## src/rtl/alu16_issue_ctrl.sv

```systemverilog
// Purpose: buffers ALU commands in a small FIFO, drives the combinational ALU one command at a time, captures each result.
// Latency: command pushed at edge N into an idle, empty block is popped at N+1; res_valid rises at N+2.
// Backpressure: cmd_ready = (count < DEPTH) from registered state; res_ready low holds the result and stalls popping.
//
// Ports:
//   clk, rst               single clock, synchronous active-high reset
//   cmd_valid/cmd_ready    command handshake carrying cmd_a, cmd_b, cmd_func
//   alu_a/alu_b/alu_func   registered drive to ALU16bit; alu_out is the ALU's combinational result
//   res_valid/res_ready    result handshake carrying res_data, res_func (and res_zero when enabled)
//   count                  FIFO occupancy, 0..DEPTH
//
// Build option: define ALU16_ISSUE_ZFLAG_EN to add the res_zero output (alu_out == 0, captured with res_data).

module alu16_issue_ctrl #(
    parameter int DEPTH = 4,
    parameter int WIDTH = 16
) (
    input  logic                     clk,
    input  logic                     rst,
    input  logic                     cmd_valid,
    output logic                     cmd_ready,
    input  logic [WIDTH-1:0]         cmd_a,
    input  logic [WIDTH-1:0]         cmd_b,
    input  logic [3:0]               cmd_func,
    output logic [WIDTH-1:0]         alu_a,
    output logic [WIDTH-1:0]         alu_b,
    output logic [3:0]               alu_func,
    input  logic [WIDTH-1:0]         alu_out,
    output logic                     res_valid,
    input  logic                     res_ready,
    output logic [WIDTH-1:0]         res_data,
    output logic [3:0]               res_func,
`ifdef ALU16_ISSUE_ZFLAG_EN
    output logic                     res_zero,
`endif
    output logic [$clog2(DEPTH):0]   count
);

    localparam int AW = $clog2(DEPTH);
    localparam int CW = AW + 1;
    localparam logic [CW-1:0] DEPTH_C = CW'(DEPTH);

    // One FIFO entry: the full operand/function set for a single ALU operation.
    typedef struct packed {
        logic [3:0]       func;
        logic [WIDTH-1:0] b;
        logic [WIDTH-1:0] a;
    } cmd_t;

    typedef enum logic [1:0] {
        IDLE = 2'd0,
        EXEC = 2'd1,
        HOLD = 2'd2
    } state_t;

    state_t         state;
    state_t         state_nxt;

    cmd_t           mem [DEPTH];
    logic [AW-1:0]  wr_ptr;
    logic [AW-1:0]  rd_ptr;
    cmd_t           push_dat;
    cmd_t           head_dat;

    logic           cmd_push;
    logic           cmd_pop;
    logic           fifo_nonempty;

    // ------------------------------------------------------------------
    // Command FIFO
    // ------------------------------------------------------------------

    // Readiness comes from the registered occupancy only, so a full FIFO
    // refuses a push even in a cycle where the head is being popped.
    assign cmd_ready     = (count < DEPTH_C);
    assign cmd_push      = cmd_valid && cmd_ready;
    assign fifo_nonempty = (count != '0);

    assign push_dat.func = cmd_func;
    assign push_dat.b    = cmd_b;
    assign push_dat.a    = cmd_a;
    assign head_dat      = mem[rd_ptr];

    // Pointers are exactly log2(DEPTH) bits and wrap on their own; count
    // carries the extra bit that distinguishes full from empty.
    always_ff @(posedge clk) begin
        if (rst) begin
            wr_ptr <= '0;
            rd_ptr <= '0;
            count  <= '0;
        end else begin
            if (cmd_push) begin
                wr_ptr <= wr_ptr + 1'b1;
            end
            if (cmd_pop) begin
                rd_ptr <= rd_ptr + 1'b1;
            end
            case ({cmd_push, cmd_pop})
                2'b10:   count <= count + 1'b1;
                2'b01:   count <= count - 1'b1;
                default: count <= count;
            endcase
        end
    end

    // Storage is not reset: entries are only read behind a valid count.
    always_ff @(posedge clk) begin
        if (cmd_push) begin
            mem[wr_ptr] <= push_dat;
        end
    end

    // ------------------------------------------------------------------
    // Issue FSM
    // ------------------------------------------------------------------

    // HOLD only pops once the held result has been taken, so back-pressure
    // on the result side stalls the FIFO head in place.
    always_comb begin
        state_nxt = state;
        cmd_pop   = 1'b0;
        case (state)
            IDLE: begin
                if (fifo_nonempty) begin
                    cmd_pop   = 1'b1;
                    state_nxt = EXEC;
                end
            end
            EXEC: begin
                state_nxt = HOLD;
            end
            HOLD: begin
                if (res_valid && res_ready) begin
                    if (fifo_nonempty) begin
                        cmd_pop   = 1'b1;
                        state_nxt = EXEC;
                    end else begin
                        state_nxt = IDLE;
                    end
                end
            end
            default: begin
                state_nxt = IDLE;
            end
        endcase
    end

    always_ff @(posedge clk) begin
        if (rst) begin
            state <= IDLE;
        end else begin
            state <= state_nxt;
        end
    end

    // ------------------------------------------------------------------
    // ALU drive and result capture
    // ------------------------------------------------------------------

    // ALU inputs only move on a pop, giving the ALU a full stable cycle in
    // EXEC before its output is sampled.
    always_ff @(posedge clk) begin
        if (rst) begin
            alu_a    <= '0;
            alu_b    <= '0;
            alu_func <= '0;
        end else if (cmd_pop) begin
            alu_a    <= head_dat.a;
            alu_b    <= head_dat.b;
            alu_func <= head_dat.func;
        end
    end

    // res_data/res_func load only in EXEC, so they are frozen for the whole
    // HOLD period regardless of what the ALU inputs do afterwards.
    always_ff @(posedge clk) begin
        if (rst) begin
            res_valid <= 1'b0;
            res_data  <= '0;
            res_func  <= '0;
        end else if (state == EXEC) begin
            res_valid <= 1'b1;
            res_data  <= alu_out;
            res_func  <= alu_func;
        end else if (state == HOLD && res_valid && res_ready) begin
            res_valid <= 1'b0;
        end
    end

`ifdef ALU16_ISSUE_ZFLAG_EN
    always_ff @(posedge clk) begin
        if (rst) begin
            res_zero <= 1'b0;
        end else if (state == EXEC) begin
            res_zero <= (alu_out == '0);
        end
    end
`endif

endmodule
```

## config.mk

```make
export PLATFORM = sky130hd
export DESIGN_NAME = alu16_issue_ctrl
export DESIGN_NICKNAME = d
export VERILOG_FILES = /design/src/rtl/alu16_issue_ctrl.sv
export SDC_FILE = /design/constraint.sdc
export NUM_CORES = 1
export LEC_CHECK = 0
export CAP_MARGIN = 20
export CORE_AREA = 2 2 105 127
export CTS_BUF_LIST = sky130_fd_sc_hd__clkbuf_8
export DETAILED_ROUTE_END_ITERATION = 6
export DIE_AREA = 0 0 107 129
export DONT_BUFFER_PORTS = 1
export PLACE_DENSITY_LB_ADDON = 0.3
export SYNTH_ARGS = -nofsm -noshare
export SYNTH_HDL_FRONTEND = slang
export SYNTH_SLANG_ARGS = --single-unit
```

## constraint.sdc

```tcl
create_clock -name clk -period 2.49 [get_ports clk]
set_input_delay 0.3735 -clock clk [delete_from_list [all_inputs] [get_ports clk]]
set_output_delay 0.3735 -clock clk [all_outputs]
set_load 0.1 [all_outputs]
```

## Yosys cells after proc, flatten, opt, wreduce, memory -nomap -nowiden

Memory sizes are Yosys's and may differ from the RTL's. A register that Yosys moved wholly into a read port is not among the register bits.
Index checks and enable logic that the tools add are counted.
W data, S select, Z words.

| operators by class | value |
|---|---|
| magnitude comparators | 1 |
| eq/ne operators | 6 |
| add/subtract/negate cells | 4 |
| muxes and demuxes | 12 |
| reduce and logical (&&, ||, !) cells | 9 |

Operators by type and width:

| cell | count |
|---|---|
| $mux W1 | 7 |
| $pmux W2 S3 | 1 |
| $pmux W3 S2 | 1 |
| $add A2 B1 Y2 const B | 2 |
| $eq A2 B1 Y1 const B | 2 |
| $eq A2 B2 Y1 const B | 2 |
| $logic_and A1 B1 Y1 | 4 |
| $mux W2 | 2 |
| $ne A2 B2 Y1 const B | 2 |
| $reduce_bool A2 Y1 | 2 |
| $add A3 B1 Y3 const B | 1 |
| $lt A3 B3 Y1 const B | 1 |
| $reduce_bool A3 Y1 | 1 |
| $sub A3 B1 Y3 const B | 1 |
| $logic_not A2 Y1 | 1 |
| $pmux W1 S2 | 1 |
| $reduce_and A2 Y1 | 1 |

| word-level totals | value |
|---|---|
| bits of input ports | 56 |
| logic and storage cells | 40 |
| RAM bits | 144 |
| register bits after elaboration | 30 |
| memories | 1 |

Memories:

| name | words | width | read ports | clocked after Yosys merged registers in | wr ports | line | text |
|---|---|---|---|---|---|---|---|
| mem | 4 | 36 | 1 | 1 | 1 | 59 | `cmd_t mem [DEPTH];` |

## Longest topological paths before layout

Gate-level depths: netlist of run 1.

| logic depth | value |
|---|---|
| word-level depth | 6 |
| gate-level depth with buffers | 10 |
| depth with buffers taken out | 8 |

## Least setup slack after synthesis of run 1

Ideal clock, no wire load.

| timing | value |
|---|---|
| path kind | register to register |
| from | reg res_valid |
| to | reg count[2] |
| library setup time | 0.070 ns |
| cell stages (with the launch flop) | 11 |
| slack | -0.499 ns |
| data required time | 2.420 ns |
| data arrival time | 2.918 ns |
| clock period less this slack | 2.989 ns |
| cells stage by stage | dfxtp_1 -> a21boi_1 -> buf_2 -> buf_4 -> nor3_1 -> ha_1 -> inv_1 -> fa_1 -> xor2_1 -> or3_1 -> a21oi_1 |

| between the ends | value |
|---|---|
| word-level cells in the longest chain between the ends | 5 |
| elaborated cells on any way between the ends | 7 |
| classes of those cells | eq/ne: 2; mux: 3; reduce/logical: 2 |

RTL lines:

| what | line | text |
|---|---|---|
| start, declared | 29 | `output logic res_valid,` |
| start signal, assigned | 178 | `res_valid <= 1'b0;` |
| start signal, assigned | 182 | `res_valid <= 1'b1;` |
| start signal, assigned | 186 | `res_valid <= 1'b0;` |
| $logic_and A1 B1 Y1 (*) | 133 | `if (res_valid && res_ready) begin` |
| $mux W1 (*) | 133 |  |
| $pmux W1 S2 (*) | 122 | `case (state)` |
| named net cmd_pop | 66 | `logic cmd_pop;` |
| $eq A2 B1 Y1 / $eq A2 B2 Y1 (equally long branches) | 98 | `case ({cmd_push, cmd_pop})` |
| $pmux W3 S2 / $reduce_bool A2 Y1 (equally long branches) | - |  |
| end signal, assigned | 99 | `2'b10: count <= count + 1'b1;` |
| end signal, assigned | 100 | `2'b01: count <= count - 1'b1;` |
| end signal, assigned | 101 | `default: count <= count;` |
| end, declared | 36 | `output logic [$clog2(DEPTH):0] count` |

The timed path passes the listed nets; every way through them passes the cells marked *.
A chain may end at the register's enable or synchronous reset.

## Final worst setup path of run 1

| timing | value |
|---|---|
| from | reg count[2] |
| to | out cmd_ready |

| between the ends | value |
|---|---|
| word-level cells in the longest chain between the ends | 1 |

RTL lines:

| what | line | text |
|---|---|---|
| $lt A3 B3 Y1 | 75 | `assign cmd_ready = (count < DEPTH_C);` |
| end, declared | 21 | `output logic cmd_ready,` |

No other way between the ends.

==> results.json, run 1 <==
{
  "rsz0062_at_grt": "no",
  "status": "complete, no violations",
  "postCtsHoldBufs": 54,
  "endpoint": "cmd_ready",
  "crit_start": "count[2]",
  "hold_viol": 0,
  "grt_usage_pct": 25.3,
  "grt_pass1_wl_um": 26600,
  "clk_latency_ns": 0.56,
  "synth_edf_count": 144,
  "critPathRequiredTime_ns": 2.12,
  "drc": 0,
  "wl_per_cell_um": 21.5,
  "yosys-top-cells-area": "edfxtp_1, dfxtp_1, mux4_2, a21oi_1, o31ai_1",
  "ios": 117,
  "grt_max_degree": 66,
  "cts_buffers": 30,
  "synth_compound_area_share_pct": 7.66,
  "core_area_um2": 12600,
  "slowest_stage": "inv_1",
  "antenna_found_initial": 0,
  "synth_top_family_by_area": "multiplexers",
  "peakVddDrop_v": 0.000827,
  "cts.sinks": 210,
  "synthAdderAreaFrac_pct": 1.04,
  "rr_worst_depth": 8,
  "die_area_um2": 13800,
  "ys.flop_type": "edfxtp_1",
  "ctsResizeCount": 0,
  "finalSetupViolCount": 0,
  "vias": 4986,
  "slew_violations": 0,
  "path_class": "register to output pin",
  "die_w_um": 107,
  "synth-seq-cells": 210,
  "worst_pin_slew_ns": 1.02,
  "dr.pass1.iters": 5,
  "synth_cell_types": 36,
  "r2r_start": "count[2]",
  "crit_fanout": 5,
  "grt_overflow_total": 0,
  "yosysSeqAreaShare_pct": 70.9,
  "drtIter0Drc": 344,
  "instances_no_fill": 807,
  "viasPerCell": 6.18,
  "async_reset_ff_share_pct": 0,
  "slew_headroom_pct": 32.2,
  "synth_top_area_cell": "edfxtp_1",
  "start_kind": "register",
  "die_h_um": 129,
  "p_leak_nw": 3.40,
  "yosysWarningCount": 0,
  "drive_above_1_share_pct": 24.6,
  "antennaDiodeCount": 0,
  "cts_tree": "built",
  "slowest_delay_ns": 0.64,
  "finClkSkew_ns": 0.0291,
  "ff2ff_setup_slack_ns": 0.46,
  "root_buffer": "clkbuf_8",
  "start_util_pct": 63.4,
  "final_cell_area_um2": 9690,
  "syn_avg_cell_area_um2": 15.6,
  "post_cts_buffers": 0,
  "synthMuxAreaShare_pct": 10.5,
  "place_congestion": 0.720,
  "numPortBuffers": 0,
  "clock.fmax_mhz": 461,
  "yosys.area_share.simple_pct": 6.46,
  "syn2layout_area_growth_pct": 21.7,
  "synth_cells": 511,
  "clkTransAtPathRegs_ns": 0.06,
  "grt_pass1_vias": 5262,
  "setup.worst_path.end_class": "output pin",
  "synth-xor-area-share_pct": 0.330,
  "ant_nets": 0,
  "synth_top_area_share_pct": 54.3,
  "multi_input_area_um2": 2090,
  "nNetsFinal": 681,
  "core.rowCount": 45,
  "dpl.hpwl_um": 9200,
  "postPlaceCellArea_um2": 8560,
  "htree_num_levels": 1,
  "hp-class": "primary input to register",
  "r2r-end": "count[2]",
  "power_density_nw_per_um2": 1360,
  "period_minus_slack_ns": 2.17,
  "placedCellCount": 697,
  "synth_nets": 573,
  "clockBufferDepth": 3,
  "syn_area_um2": 7960,
  "nFillCells": 720,
  "crit_chain": "buf_4, inv_1",
  "period_share_pct": 87.1,
  "register_area_um2": 5660,
  "totalWireLength_um": 17300,
  "cap_violations": 0,
  "worstPathArrival_ns": 1.80,
  "finalSetupTns_ns": 0
}
==> how the worst min path moves through the flow <==
stage	from	end	slack, ns	cells after the start
global route	res_ready	state[1]	0.05	3
CTS	res_ready	state[1]	0.03	3
detailed placement	rst	count[0]	0.44	1
global placement	res_data[13]	res_data[13]	0.44	2
finish	rst	rd_ptr[1]	0.06	2
floorplan	cmd_a[0]	mem[0][0]	0.47	0
==> flip-flops by register name, indices dropped and copies added, names as in the netlist <==
| name | cells |
|---|---|
| mem | 144 |
| alu_a | 16 |
| alu_b | 16 |
| res_data | 16 |
| alu_func | 4 |
| res_func | 4 |
| count | 3 |
| rd_ptr | 2 |
| state | 2 |
| wr_ptr | 2 |
| res_valid | 1 |
==> stage by stage <==
| step | hold slack (ns) | worst slack, ns | power [mW] | util [%] |
|---|---|---|---|---|
| finish | 0.0564 | 0.321 | 13.2 | 77.1 |
| global route | 0.0493 | 0.286 | 13.7 | 77.1 |
| CTS | 0.0267 | 0.307 | 13.2 | 77.1 |
| detailed placement | 0.445 | 0.484 | 10.6 | 68.1 |
| global placement | 0.438 | 0.553 | 10.5 | 68.1 |
| floorplan | 0.472 | 0.0465 | 9.42 | - |
==> layer usage <==
metal / GRT usage [%] / part of all wire (%)
met5: 0 / 0
met4: 13.1 / 3.4
met3: 5.07 / 7.3
met2: 44.1 / 52
met1: 29.9 / 38
==> critical path: cells and delay by family, from the launching register on <==
| kind | cells | cell delay [ns] |
|---|---|---|
| buffers and inverters | 2 | 0.88 |
| flip-flops | 1 | 0.36 |
==> Yosys cell counts, types with 4 or more instances <==
library cell,instances
buf_2,10
buf_1,5
ha_1,5
nand4_1,36
a21oi_1,60
o31ai_1,37
inv_1,8
and2_1,4
edfxtp_1,144
dfxtp_1,66
mux4_2,36
clkbuf_1,25
nand2_1,41
nor2_1,7
==> cells by family after synthesis <==
logic type	count (synthesis)
buffers and inverters	53
multiplexers	38
flip-flops	210
AND/OR/NAND/NOR	100
adder cells (fa/ha/maj)	6
AO/OA/AOI/OAI	101
XOR/XNOR	3
==> placed cells by master, fill, tap and decap left out, types with 3 or more instances in the layout <==
master	instances
nand4_1	36
nand2_1	41
mux4_2	36
nor2_1	7
and2_2	4
dlygate4sd3_1	53
o31ai_1	37
dfxtp_4	4
dfxtp_2	3
clkbuf_8	36
ha_1	5
buf_12	5
buf_4	62
clkinv_1	4
a21oi_1	60
dfxtp_1	59
edfxtp_1	144
inv_1	22
==> power breakdown <==
group / internal, mW / leakage [nW] / switching (mW) / total [mW]
Clock: 1.30 / 0.348 / 1.21 / 2.51
Sequential: 4.43 / 1.86 / 0.572 / 5.00
Combinational: 1.57 / 1.18 / 4.11 / 5.68
Total: 7.30 / 3.40 / 5.90 / 13.2
==> layout make-up <==
| cell class | instances | share of cell area [%] |
|---|---|---|
| sequential | 210 | 58.5 |
| multi-input combinational | 248 | 21.6 |
| timing repair buffer | 121 | 11.6 |
| clock buffer | 36 | 5.11 |
| inverter | 8 | 0.310 |
| tap | 164 | 2.12 |
| clock inverter | 20 | 0.801 |
Note: power is estimated with default switching activity, not from simulation.
==> run 2: changes to the inputs <==
--- a/config.mk
+++ b/config.mk
@@ -11,6 +11,7 @@
 export DETAILED_ROUTE_END_ITERATION = 6
 export DIE_AREA = 0 0 107 129
 export DONT_BUFFER_PORTS = 1
+export HOLD_SLACK_MARGIN = 0.05
 export PLACE_DENSITY_LB_ADDON = 0.3
 export SYNTH_ARGS = -nofsm -noshare
 export SYNTH_HDL_FRONTEND = slang
==> run 2 against run 1 <==
  * Combinational power about the same
  * Count of clock-buffer cells in the layout unchanged
  * Non-clock buffer count unchanged
  * First-iteration DRC count decreased by 16%
  * Cell area unchanged
  * Setup slack about the same
  * Clock skew decreased by 0.0029 ns
  * Critical endpoint unchanged
==> results.json, run 2 (synthesized netlist as in run 1, its figures left out) <==
{
  "path_delay_family": "buffers and inverters",
  "grt_overflow_total": 0,
  "instances_no_fill": 807,
  "clock.fmax_mhz": 461,
  "viasPerCell": 6.19,
  "path_class": "register to output pin",
  "grt_usage_pct": 25.3,
  "finalSetupTns_ns": 0,
  "postPlaceCellArea_um2": 8560,
  "core_area_um2": 12600,
  "regMostFlops": "mem",
  "crit_fanout": 5,
  "power_mw": 13.2,
  "cts_tree": "built",
  "cts.sinks": 210,
  "placedCellCount": 697,
  "finClkSkew_ns": 0.0262,
  "start_util_pct": 63.4,
  "slew_headroom_pct": 32.9,
  "die_h_um": 129,
  "antennaDiodeCount": 0,
  "place_congestion": 0.720,
  "rsz0062_at_grt": "no",
  "clkTransAtPathRegs_ns": 0.06,
  "final_cell_area_um2": 9690,
  "largest_register_ff_count": 144,
  "worst_slack_ns": 0.321,
  "root_buffer": "clkbuf_8",
  "finalSetupViolCount": 0,
  "drc": 0,
  "hold_viol": 0,
  "crit_chain": "buf_4, inv_1",
  "die_w_um": 107,
  "final_common_cell": "edfxtp_1",
  "ant_nets": 0,
  "numPortBuffers": 0,
  "antenna_found_initial": 0,
  "drtIter0Drc": 288,
  "worstPathArrival_ns": 1.80,
  "drive_above_1_share_pct": 24.6,
  "grt_max_degree": 67,
  "hp-class": "primary input to register",
  "core.rowCount": 45,
  "nNetsFinal": 681,
  "totalWireLength_um": 17300,
  "post-route-util_pct": 77.1,
  "worst_pin_slew_ns": 1.01,
  "slew_violations": 0,
  "pre_cts_ws_ns": 0.484,
  "slowest_stage": "inv_1",
  "hold_ws_ns": 0.0731,
  "clk_latency_ns": 0.56,
  "clockBufferDepth": 3,
  "syn2layout_area_growth_pct": 21.7,
  "p_leak_nw": 3.40,
  "power_density_nw_per_um2": 1360,
  "critPathRequiredTime_ns": 2.12,
  "grt_pass1_vias": 5266,
  "wl_per_cell_um": 21.4,
  "final_cell_mix": "edfxtp_1, buf_4, a21oi_1, dfxtp_1, dlygate4sd3_1",
  "peakVddDrop_v": 0.000826,
  "vias": 4998,
  "path_buf_inv": 2,
  "period_share_pct": 87.1,
  "slowest_delay_ns": 0.64,
  "cts_buffers": 30,
  "grt_pass1_wl_um": 26600,
  "die_area_um2": 13800,
  "htree_num_levels": 1,
  "start_kind": "register",
  "cap_violations": 0,
  "status": "complete, no violations",
  "setup.worst_path.end_class": "output pin",
  "ios": 117,
  "dpl.hpwl_um": 9200,
  "period_minus_slack_ns": 2.17,
  "dr.pass1.iters": 4,
  "ctsResizeCount": 0
}
[run 2: cell counts in the layout (fill, tap and decap cells not counted)]
Identical to the previous run, type by type.
[run 2: power breakdown]
group          internal (mW)  total [mW]  switching, mW
clock                   1.30        2.51           1.21
sequential              4.43        5.00          0.570
combinational           1.57        5.69           4.12
[run 2: final timing paths]
check             slack, ns         from  cells after the start          end
setup / recovery       0.32     count[2]                      2    cmd_ready
hold / removal         0.07          rst                      2    rd_ptr[1]
setup reg to reg       0.46     count[2]                      8     count[2]
hold reg to reg        0.47  res_func[0]                      2  res_func[0]
[run 2: cell type report]
class / instances / area (µm²)
Inverter: 8 / 30.0
Clock inverter: 20 / 77.6
Fill cell: 720 / 2870
Sequential cell: 210 / 5660
Clock buffer: 36 / 495
Tap cell: 164 / 205
Multi-Input combinational cell: 248 / 2090
Timing Repair Buffer: 121 / 1120
[run 2: repair_timing]
item / CTS / global route
hold buffers: 54 / 0
setup buffers: 0 / 0
hold endpoints to repair: 210 / 0
[run 2: layer usage]
| metal | part of all wire (%) | track usage, % | wire length (µm) | vias to the layer above |
|---|---|---|---|---|
| li1 | - | - | - | 2217 |
| met1 | 37 | 29.9 | 6430 | 2473 |
| met2 | 51 | 44.1 | 8860 | 255 |
| met3 | 8.2 | 5.12 | 1420 | 53 |
| met4 | 3.4 | 13.1 | 590 | 0 |
| met5 | 0 | 0 | 0 | - |
==> run 3: changes to the inputs <==
--- a/config.mk
+++ b/config.mk
@@ -6,13 +6,14 @@
 export NUM_CORES = 1
 export LEC_CHECK = 0
 export CAP_MARGIN = 20
-export CORE_AREA = 2 2 105 127
+export CORE_AREA = 2 2 102 124
 export CTS_BUF_LIST = sky130_fd_sc_hd__clkbuf_8
 export DETAILED_ROUTE_END_ITERATION = 6
-export DIE_AREA = 0 0 107 129
+export DIE_AREA = 0 0 104 126
 export DONT_BUFFER_PORTS = 1
 export HOLD_SLACK_MARGIN = 0.05
 export PLACE_DENSITY_LB_ADDON = 0.3
+export SKIP_LAST_GASP = 1
 export SYNTH_ARGS = -nofsm -noshare
 export SYNTH_HDL_FRONTEND = slang
 export SYNTH_SLANG_ARGS = --single-unit
==> constraint.sdc (replaced) <==
create_clock -name clk -period 2.8 [get_ports clk]
set_input_delay 0.42 -clock clk [delete_from_list [all_inputs] [get_ports clk]]
set_output_delay 0.42 -clock clk [all_outputs]
set_load 0.1 [all_outputs]
==> run 3 against run 2 <==
  * Critical path depth stayed put
  * First-iteration DRC count increased by 32%
  * Sequential share of layout area rose by 2.3 points
  * Critical endpoint unchanged
  * Largest power group is now sequential cells
==> results.json, run 3 (synthesized netlist as in run 1, its figures left out) <==
{
  "core_area_um2": 11900,
  "finClkSkew_ns": 0.0110,
  "p_leak_nw": 3.10,
  "power_density_nw_per_um2": 1210,
  "period_share_pct": 78.2,
  "register_area_um2": 5650,
  "worst_pin_slew_ns": 1.03,
  "htree_num_levels": 1,
  "die_w_um": 104,
  "grt_max_degree": 66,
  "hold_viol": 0,
  "viasPerCell": 6.27,
  "core.rowCount": 44,
  "placedCellCount": 648,
  "worst_slack_ns": 0.610,
  "cts.sinks": 210,
  "slew_headroom_pct": 31.0,
  "final_cell_area_um2": 9300,
  "start_util_pct": 66.9,
  "numPortBuffers": 0,
  "power_mw": 11.3,
  "die_area_um2": 13100,
  "clockBufferDepth": 3,
  "vias": 4761,
  "totalWireLength_um": 16700,
  "clkTransAtPathRegs_ns": 0.07,
  "largest_register_ff_count": 144,
  "post-route-util_pct": 78.2,
  "min_from": "res_ready",
  "ff2ff_setup_slack_ns": 0.70,
  "rsz0062_at_grt": "no",
  "grt_overflow_total": 0,
  "crit_fanout": 5,
  "path_class": "register to output pin",
  "pre_cts_ws_ns": 0.751,
  "multi_input_area_um2": 2090,
  "instances_no_fill": 759,
  "ios": 117,
  "clock.fmax_mhz": 457,
  "start_kind": "register",
  "status": "complete, no violations",
  "hold_ws_ns": 0.114,
  "hp-class": "primary input to register",
  "clk_latency_ns": 0.54,
  "antenna_found_initial": 1,
  "wl_per_cell_um": 22.0,
  "postPlaceCellArea_um2": 8170,
  "r2r-end": "count[2]",
  "nNetsFinal": 636,
  "finalSetupTns_ns": 0,
  "drive_above_1_share_pct": 19.3,
  "ant_nets": 0,
  "final_common_cell": "edfxtp_1",
  "postCtsHoldBufs": 54,
  "syn2layout_area_growth_pct": 16.8,
  "drc": 0,
  "root_buffer": "clkbuf_8",
  "post_cts_buffers": 0,
  "ctsResizeCount": 0,
  "setup.worst_path.end_class": "output pin",
  "worstPathArrival_ns": 1.77,
  "nFillCells": 666,
  "hold_depth": 3,
  "drtIter0Drc": 381,
  "grt_pass1_vias": 5021,
  "slew_violations": 0,
  "place_congestion": 0.733,
  "rr_worst_depth": 8,
  "regMostFlops": "mem",
  "die_h_um": 126,
  "period_minus_slack_ns": 2.19,
  "r2r_start": "state[1]",
  "critPathRequiredTime_ns": 2.38,
  "peakVddDrop_v": 0.000594,
  "final_cell_mix": "edfxtp_1, a21oi_1, dfxtp_1, dlygate4sd3_1, nand2_1",
  "cts_tree": "built",
  "dpl.hpwl_um": 9490,
  "grt_pass1_wl_um": 26000,
  "hold_end": "state[1]",
  "cts_buffers": 31,
  "finalSetupViolCount": 0,
  "grt_usage_pct": 25.4,
  "cap_violations": 0,
  "dr.pass1.iters": 4
}
## run 3: cell types whose count changed in the layout (fill, tap and decap cells not counted), moves of 3 or more
cell,delta
buf_4,-44
clkinv_1,+6
clkinv_2,+3
dfxtp_2,+4
dfxtp_4,-4
inv_1,-9
## run 3: worst max path at each step
stage | slack [ns] | start | to
3_3_place_gp | 0.84 | cmd_valid | count[2]
4_1_cts | 0.58 | count[2] | cmd_ready
6_report | 0.61 | count[2] | cmd_ready
2_1_floorplan | 0.17 | res_valid | count[2]
5_1_grt | 0.57 | count[2] | cmd_ready
3_5_place_dp | 0.75 | state[1] | count[2]
## run 3: worst max-delay path, stage by stage, from the launching register on
cell and delay (ns):
dfxtp_2 0.35, buf_4 0.24, inv_1 0.64
## run 3: area by class of cell
cell class,instances,area share (%)
Timing Repair Buffer,75,8.10
Multi-Input combinational cell,248,22.5
Sequential cell,210,60.8
Tap cell,161,2.17
Clock inverter,22,1.04
Clock buffer,34,5.03
Antenna cell,1,0.0269
Inverter,8,0.323
## run 3: per-layer routing
metal / share of wire, % / track usage (%) / vias to the layer above
li1: - / - / 2133
met1: 38 / 30.9 / 2373
met2: 51 / 44.0 / 213
met3: 7.8 / 6.00 / 42
met4: 2.8 / 10.3 / 0
met5: 0 / 0 / -
## run 3: report_power, final
group / switching [mW] / internal [mW] / leakage (nW)
Sequential: 2.53 / 3.93 / 1.86
Combinational: 1.54 / 1.06 / 0.932
Clock: 1.09 / 1.12 / 0.307
Total: 5.16 / 6.11 / 3.10
